`src/rtl/ks_adder_pipe_pkg.sv`:
```
`default_nettype none
// ============================================================================
// Module   : adder_pkg
// Brief    : Shared types and helpers for the pipelined Kogge-Stone adder.
// Revision : 1.0 - initial release
// ============================================================================
package adder_pkg;

    localparam int WIDTH_DEF = 64;
    localparam int TAG_W_DEF = 8;

    // Fields are sized for the default widths; narrower instances leave the
    // upper bits at zero so the prefix network carries nothing into them.
    typedef struct packed {
        logic                 valid;
        logic [WIDTH_DEF-1:0] p;
        logic [WIDTH_DEF-1:0] g;
        logic [WIDTH_DEF-1:0] p_orig;
        logic                 c_in;
        logic [TAG_W_DEF-1:0] tag;
    } pg_stage_t;

    function automatic int ks_levels(input int width);
        int lvl;
        lvl = 0;
        while ((1 << lvl) < width) lvl = lvl + 1;
        return lvl;
    endfunction

endpackage
`default_nettype wire

```
`src/rtl/ks_adder_pipe_prefix_stage.sv`:
```
`default_nettype none
// ============================================================================
// Module   : ks_prefix_stage
// Brief    : One Kogge-Stone prefix level (distance DIST) with its register.
// Revision : 1.0 - initial release
// ============================================================================
module ks_prefix_stage
    import adder_pkg::*;
#(
    parameter int WIDTH = WIDTH_DEF,
    parameter int TAG_W = TAG_W_DEF,
    parameter int DIST  = 1
) (
    input  logic      clk,
    input  logic      rst,
    input  pg_stage_t i_stage,
    input  logic      i_dn_ready,
    output pg_stage_t o_stage
);

    localparam logic [WIDTH_DEF-1:0] c_LOW_MASK = (WIDTH_DEF'(1) << DIST) - WIDTH_DEF'(1);
    localparam logic [WIDTH_DEF-1:0] c_LIVE     = WIDTH_DEF'({WIDTH{1'b1}});
    localparam logic [TAG_W_DEF-1:0] c_TAG_LIVE = TAG_W_DEF'({TAG_W{1'b1}});

    pg_stage_t r_stage;
    pg_stage_t w_next;
    logic      w_load;

    // Bits below DIST have no partner at this level and pass through.
    always_comb begin
        w_next     = i_stage;
        w_next.g   = (i_stage.g | (i_stage.p & (i_stage.g << DIST))) & c_LIVE;
        w_next.p   = (i_stage.p & ((i_stage.p << DIST) | c_LOW_MASK)) & c_LIVE;
        w_next.tag = i_stage.tag & c_TAG_LIVE;
    end

    assign w_load = !r_stage.valid || i_dn_ready;

    always_ff @(posedge clk) begin
        if (rst) begin
            r_stage <= '0;
        end else if (w_load) begin
            if (i_stage.valid) begin
                r_stage <= w_next;
            end else begin
                r_stage.valid <= 1'b0;
            end
        end
    end

    assign o_stage = r_stage;

endmodule
`default_nettype wire

```
`src/rtl/ks_adder_pipe.sv`:
```
`default_nettype none
// ============================================================================
// Module   : ks_adder_pipe
// Brief    : Flow-controlled Kogge-Stone adder, one prefix level per stage.
// Revision : 1.0 - initial release
// ============================================================================
module ks_adder_pipe
    import adder_pkg::*;
#(
    parameter int WIDTH = WIDTH_DEF,
    parameter int TAG_W = TAG_W_DEF
) (
    input  logic             clk,
    input  logic             reset,
    input  logic             in_valid,
    output logic             in_ready,
    input  logic [WIDTH-1:0] in_a,
    input  logic [WIDTH-1:0] in_b,
    input  logic             in_c,
    input  logic [TAG_W-1:0] in_tag,
    output logic             out_valid,
    input  logic             out_ready,
    output logic [WIDTH-1:0] out_sum,
    output logic             out_cout,
    output logic [TAG_W-1:0] out_tag,
    output logic             busy
);

    localparam int c_LEVELS = ks_levels(WIDTH);

    pg_stage_t        r_s0;
    pg_stage_t        w_s0;
    pg_stage_t        w_stg [0:c_LEVELS];
    logic             w_rdy [0:c_LEVELS+1];
    logic             r_out_valid;
    logic [WIDTH-1:0] r_out_sum;
    logic             r_out_cout;
    logic [TAG_W-1:0] r_out_tag;
    logic             w_unused_p;

    // Carry-in is folded into g[0] so the prefix tree yields true carries.
    always_comb begin
        w_s0                   = '0;
        w_s0.valid             = in_valid;
        w_s0.p[WIDTH-1:0]      = in_a ^ in_b;
        w_s0.g[WIDTH-1:0]      = in_a & in_b;
        w_s0.g[0]              = (in_a[0] & in_b[0]) | ((in_a[0] ^ in_b[0]) & in_c);
        w_s0.p_orig[WIDTH-1:0] = in_a ^ in_b;
        w_s0.c_in              = in_c;
        w_s0.tag[TAG_W-1:0]    = in_tag;
    end

    // Ready ripples back from SOUT: a stage may load when it is empty or
    // its own content is leaving, which collapses bubbles.
    always_comb begin
        w_rdy[c_LEVELS+1] = !r_out_valid || out_ready;
        for (int k = c_LEVELS; k >= 0; k--) begin
            w_rdy[k] = !w_stg[k].valid || w_rdy[k+1];
        end
    end

    assign in_ready = w_rdy[0] && !reset;

    always_ff @(posedge clk) begin
        if (reset) begin
            r_s0 <= '0;
        end else if (w_rdy[0]) begin
            if (in_valid) begin
                r_s0 <= w_s0;
            end else begin
                r_s0.valid <= 1'b0;
            end
        end
    end

    assign w_stg[0] = r_s0;

    for (genvar k = 1; k <= c_LEVELS; k++) begin : g_level
        ks_prefix_stage #(
            .WIDTH (WIDTH),
            .TAG_W (TAG_W),
            .DIST  (1 << (k - 1))
        ) u_stage (
            .clk        (clk),
            .rst        (reset),
            .i_stage    (w_stg[k-1]),
            .i_dn_ready (w_rdy[k+1]),
            .o_stage    (w_stg[k])
        );
    end

    always_ff @(posedge clk) begin
        if (reset) begin
            r_out_valid <= 1'b0;
            r_out_sum   <= '0;
            r_out_cout  <= 1'b0;
            r_out_tag   <= '0;
        end else if (w_rdy[c_LEVELS+1]) begin
            r_out_valid <= w_stg[c_LEVELS].valid;
            if (w_stg[c_LEVELS].valid) begin
                r_out_sum  <= w_stg[c_LEVELS].p_orig[WIDTH-1:0]
                            ^ {w_stg[c_LEVELS].g[WIDTH-2:0], w_stg[c_LEVELS].c_in};
                r_out_cout <= w_stg[c_LEVELS].g[WIDTH-1];
                r_out_tag  <= w_stg[c_LEVELS].tag[TAG_W-1:0];
            end
        end
    end

    // Group propagate is not needed once the last level has resolved carries.
    assign w_unused_p = ^w_stg[c_LEVELS].p;

    always_comb begin
        busy = r_out_valid;
        for (int k = 0; k <= c_LEVELS; k++) begin
            busy = busy | w_stg[k].valid;
        end
    end

    assign out_valid = r_out_valid;
    assign out_sum   = r_out_sum;
    assign out_cout  = r_out_cout;
    assign out_tag   = r_out_tag;

endmodule
`default_nettype wire
```
`config.mk`:
```
export PLATFORM = sky130hd
export DESIGN_NAME = ks_adder_pipe
export DESIGN_NICKNAME = d
export VERILOG_FILES = /design/src/rtl/ks_adder_pipe_pkg.sv /design/src/rtl/ks_adder_pipe_prefix_stage.sv /design/src/rtl/ks_adder_pipe.sv
export SDC_FILE = /design/constraint.sdc
export NUM_CORES = 2
export LEC_CHECK = 0
export ABC_AREA = 1
export BUFFER_PORTS_ARGS = -buffer_cell sky130_fd_sc_hd__buf_2
export CAP_MARGIN = 20
export CORE_MARGIN = 5
export CORE_UTILIZATION = 40
export CTS_CLUSTER_DIAMETER = 50
export DETAILED_ROUTE_END_ITERATION = 7
export GPL_ROUTABILITY_DRIVEN = 0
export MAX_ROUTING_LAYER = met4
export PLACE_DENSITY_LB_ADDON = 0.12
export SLEW_MARGIN = 20
export SYNTH_ARGS = -nofsm -noshare
export SYNTH_HDL_FRONTEND = slang
export SYNTH_SLANG_ARGS = --single-unit
export TNS_END_PERCENT = 5
```
`constraint.sdc`:
```
create_clock -name clk -period 3.1 [get_ports clk]
set_input_delay 0.31 -clock clk [delete_from_list [all_inputs] [get_ports clk]]
set_output_delay 0.31 -clock clk [all_outputs]
set_load 0.02 [all_outputs]
```
==> metrics <==
outcome finished clean; Longest Clk Path Bufs 3; Final Routed Wirelength 154000 µm; number of max-slew violations in the final report 0; Post-Route Skew 0.0300 ns; peak supply drop between 400 and 500 µV; vias in the first global route between 30000 and 40000; cells traversed along the worst timing path nand4_2 > nor3_4 > nand4_1 > clkbuf_16 > inv_1 > nor2_1 > buf_2; kind of path behind the tightest hold check in -> reg; critical path startpoint category flop; type of the worst setup path reg -> out; Post-DRT Antenna Nets 0; area used by multi-input combinational logic 21100 µm²; netlist area before placement 49500 µm²; post-detailed-route via-to-cell ratio 5.14; clock tree root buffer cell sky130_fd_sc_hd__clkbuf_16; floorplan die area between 100000 and 150000 µm²; top-level I/O count between 200 and 250; critical path capture point type output pin; switching share of power about a quarter; effective utilization at floorplan approximately 40%; arrival time of the worst setup path approximately 2.6 ns; layout overhead on the synthesized area 17.6%; sinks on the clock net around 1300; setup TNS 0 ns; slowest library cell on the worst path sky130_fd_sc_hd__dfxtp_1; Min-Delay Endpoint r_s0[100]; # placed instances slightly below 8000; main area contributors after synthesis sky130_fd_sc_hd__dfxtp_1 (53%), sky130_fd_sc_hd__nor2_1 (9.8%), sky130_fd_sc_hd__a21oi_1 (8.9%); Avg Inst Size Synth about 7.6 µm²; fraction of final layout cells sized beyond drive strength 1 8.19%; wire length of the first global-routing pass between 200000 and 250000 µm; GR Util All Layers between 20% and 30%; switching power of the nets approximately 8.8 mW; overall overflow remaining after global route 0; area share of the largest cell type after synthesis ~53%; Power, Total roughly 37 mW; die width between 300 and 400 µm; instance count along the most critical hold path 6; initial antenna violation count 0; critical path peak fanout 71; number of synthesized register bits between 1000 and 1500; post-synthesis net count 6674; Die Span Y between 300 and 400 µm; worst slew margin relative to its limit 15.4%; number of warnings reported in the yosys synthesis log 0; 1st-iter DRT viols approximately 3700; standard-cell row count roughly 130; Post-Route Utilization 47.2%; Seq/Total Area, Yosys between 50% and 60%; final worst slack 0.147 ns; maximum number of pins on one net before global-route repair roughly 210; Core Box Area between 100000 and 150000 µm²; DRC viols 0; Place WS 0.680 ns; Clock power frac a little under half; input/output buffers about 220; clock tree from TritonCTS done; Cell Count, Final, Fillers Out 8315; FF/Latch Area 26000 µm²; vias after detailed routing roughly 43000; Reg2Reg Launch Point g_level[5].u_stage.o_stage[201]; Syn Inst Count approximately 6500; clock network latency to the later pin of the worst-skew pair approximately 0.75 ns; required time of the critical path 2.79 ns; antenna cells 0; max frequency about 340 MHz; Pre-antenna DRT Iters 5; power density of the placed cells between 600 and 700 nW/µm²; fin nets 6777; maximum capacitance violations 0; source of the worst hold timing path in_a[27]; cell type with the highest aggregate area in the netlist sky130_fd_sc_hd__dfxtp_1; RSZ-0062 raised after global routing false; delay of the slowest critical-path stage 0.40 ns; fill cell count around 13000; Reg2Reg Capture Point g_level[1].u_stage.o_stage[58]; combinational group share of total power 5.7%; worst reg-to-reg path cell count 7; Unique masters post-synth 25; endpoints failing hold 0; share of the cycle needed by the critical path after routing between 90 and 100%; transition time at the pin with the least slew margin about 1.3 ns; TritonCTS Buffers ~150; CTS H-tree lvls 4; setup violators final 0; post-CTS clock slew at the launch and capture registers of the worst setup and hold paths around 0.050 ns; final instance area 58200 µm²; Flop pwr share between 40% and 50%; half-perimeter wire length after detailed placement around 110000 µm; P_leak approximately 23 nW; reg-to-reg slack, setup about 0.7 ns; post-layout min period around 3.0 ns; post-placement cell area 51900 µm²; Avg WL per Cell approximately 19 µm; P_int between 20 and 30 mW; Post-Route Hold Slack 0.0453 ns
## worst max-delay path: cells and delay by family (launching register included)
family	cells	cell delay, ns
DFF	1	0.40
buffers and inverters	3	0.61
and+or+nand+nor	4	0.75
## state kept, by name, indices dropped and copies added (netlist names)
register	cells
g_level.u_stage.o_stage	1086
out_tag	8
r_s0	138
out_sum	64
out_cout	1
out_valid	1
## metal layers
| layer | up-vias | routed length [µm] | GRT usage [%] |
|---|---|---|---|
| met2 | 1003 | 64500 | 33.3 |
| li1 | 21668 | - | - |
| met4 | 0 | 3470 | 6.12 |
| met3 | 204 | 7190 | 2.85 |
| met5 | - | 0 | - |
| met1 | 19898 | 78900 | 35.6 |
## layout by cell type, fill, tap and decap left out, types with 2 or more instances in the layout
master and count:
sky130_fd_sc_hd__buf_4 48, sky130_fd_sc_hd__dlygate4sd3_1 136, sky130_fd_sc_hd__nand3b_1 64, sky130_fd_sc_hd__clkbuf_1 31
sky130_fd_sc_hd__clkinv_8 4, sky130_fd_sc_hd__nor2_1 1284, sky130_fd_sc_hd__xnor2_1 64, sky130_fd_sc_hd__nor2_4 2
sky130_fd_sc_hd__nand4_1 2, sky130_fd_sc_hd__or2_2 4, sky130_fd_sc_hd__clkbuf_16 152, sky130_fd_sc_hd__a21o_1 59
sky130_fd_sc_hd__nand2_1 944, sky130_fd_sc_hd__a21oi_1 878, sky130_fd_sc_hd__clkinvlp_4 8, sky130_fd_sc_hd__dfxtp_1 1297
sky130_fd_sc_hd__buf_2 214, sky130_fd_sc_hd__nand3_1 454, sky130_fd_sc_hd__nand2_4 6, sky130_fd_sc_hd__ha_1 64
sky130_fd_sc_hd__clkbuf_8 30, sky130_fd_sc_hd__clkinv_2 11, sky130_fd_sc_hd__o21ai_0 646, sky130_fd_sc_hd__inv_1 149
sky130_fd_sc_hd__buf_12 35, sky130_fd_sc_hd__a31oi_1 55, sky130_fd_sc_hd__bufinv_16 11, sky130_fd_sc_hd__o21ai_1 2
sky130_fd_sc_hd__inv_6 12
## worst max path at each step
stage,endpoint,from,depth (start not counted)
5_1_grt,in_ready,g_level[5].u_stage.o_stage[201],7
3_5_place_dp,r_s0[119],out_ready,9
4_1_cts,in_ready,g_level[5].u_stage.o_stage[201],7
3_3_place_gp,in_ready,out_ready,9
2_1_floorplan,g_level[1].u_stage.o_stage[100],out_valid,9
6_report,in_ready,g_level[5].u_stage.o_stage[201],7
## cells in the mapped netlist
master and number:
sky130_fd_sc_hd__nand4_1 2, sky130_fd_sc_hd__nand3b_1 64, sky130_fd_sc_hd__buf_1 53, sky130_fd_sc_hd__nand3_1 454, sky130_fd_sc_hd__or2_2 4, sky130_fd_sc_hd__inv_1 151
sky130_fd_sc_hd__inv_2 3, sky130_fd_sc_hd__a21oi_1 878, sky130_fd_sc_hd__buf_2 35, sky130_fd_sc_hd__o21ai_0 646, sky130_fd_sc_hd__a31oi_1 55, sky130_fd_sc_hd__nor3_4 1
sky130_fd_sc_hd__nor2_1 1286, sky130_fd_sc_hd__buf_4 6, sky130_fd_sc_hd__xnor2_1 64, sky130_fd_sc_hd__clkbuf_1 389, sky130_fd_sc_hd__nand3_2 1, sky130_fd_sc_hd__o21ai_1 2
sky130_fd_sc_hd__ha_1 64, sky130_fd_sc_hd__nand2_1 950, sky130_fd_sc_hd__nor3_1 1, sky130_fd_sc_hd__dfxtp_1 1298, sky130_fd_sc_hd__clkinv_1 2, sky130_fd_sc_hd__a21o_1 59
sky130_fd_sc_hd__nand4_2 1
## layout make-up
type	count	area share, %
repair buffers	437	6.12
clock inverters	44	1.03
multi-input cells	4532	36.2
inverters	156	1.05
well taps	1637	3.52
flip-flops and latches	1298	44.7
clock buffers	211	7.38
## cell families after synthesis
family                     after synthesis  share of synthesized area (%)
buffers and inverters                  639                           4.98
AOI/OAI and AO/OA                     1640                           17.0
adders and majority gates               64                           1.62
and+or+nand+nor                       2764                           22.7
xor gates and xnor gates                64                           1.13
DFF                                   1298                           52.5
## power by group through the flow
stage	registers (mW)	clock network (mW)	logic, mW
global placement	18.1	0	1.96
finish	17.7	17.5	2.14
floorplan	17.8	0	1.40
detailed placement	18.1	0	1.96
CTS	17.7	17.9	2.14
global route	17.7	18.6	2.44
## repair_timing
| item | 4_1_cts | 5_1_grt |
|---|---|---|
| hold endpoints to repair | 159 | 0 |
| gates cloned | 0 | 1 |
| gates resized for setup | 0 | 1 |
| hold buffers | 136 | 0 |
| pin swaps | 1 | 1 |
| buffers inserted | 1 | 1 |
| setup endpoints to repair | 1 | 1 |
(Power assumes the default switching activity.)
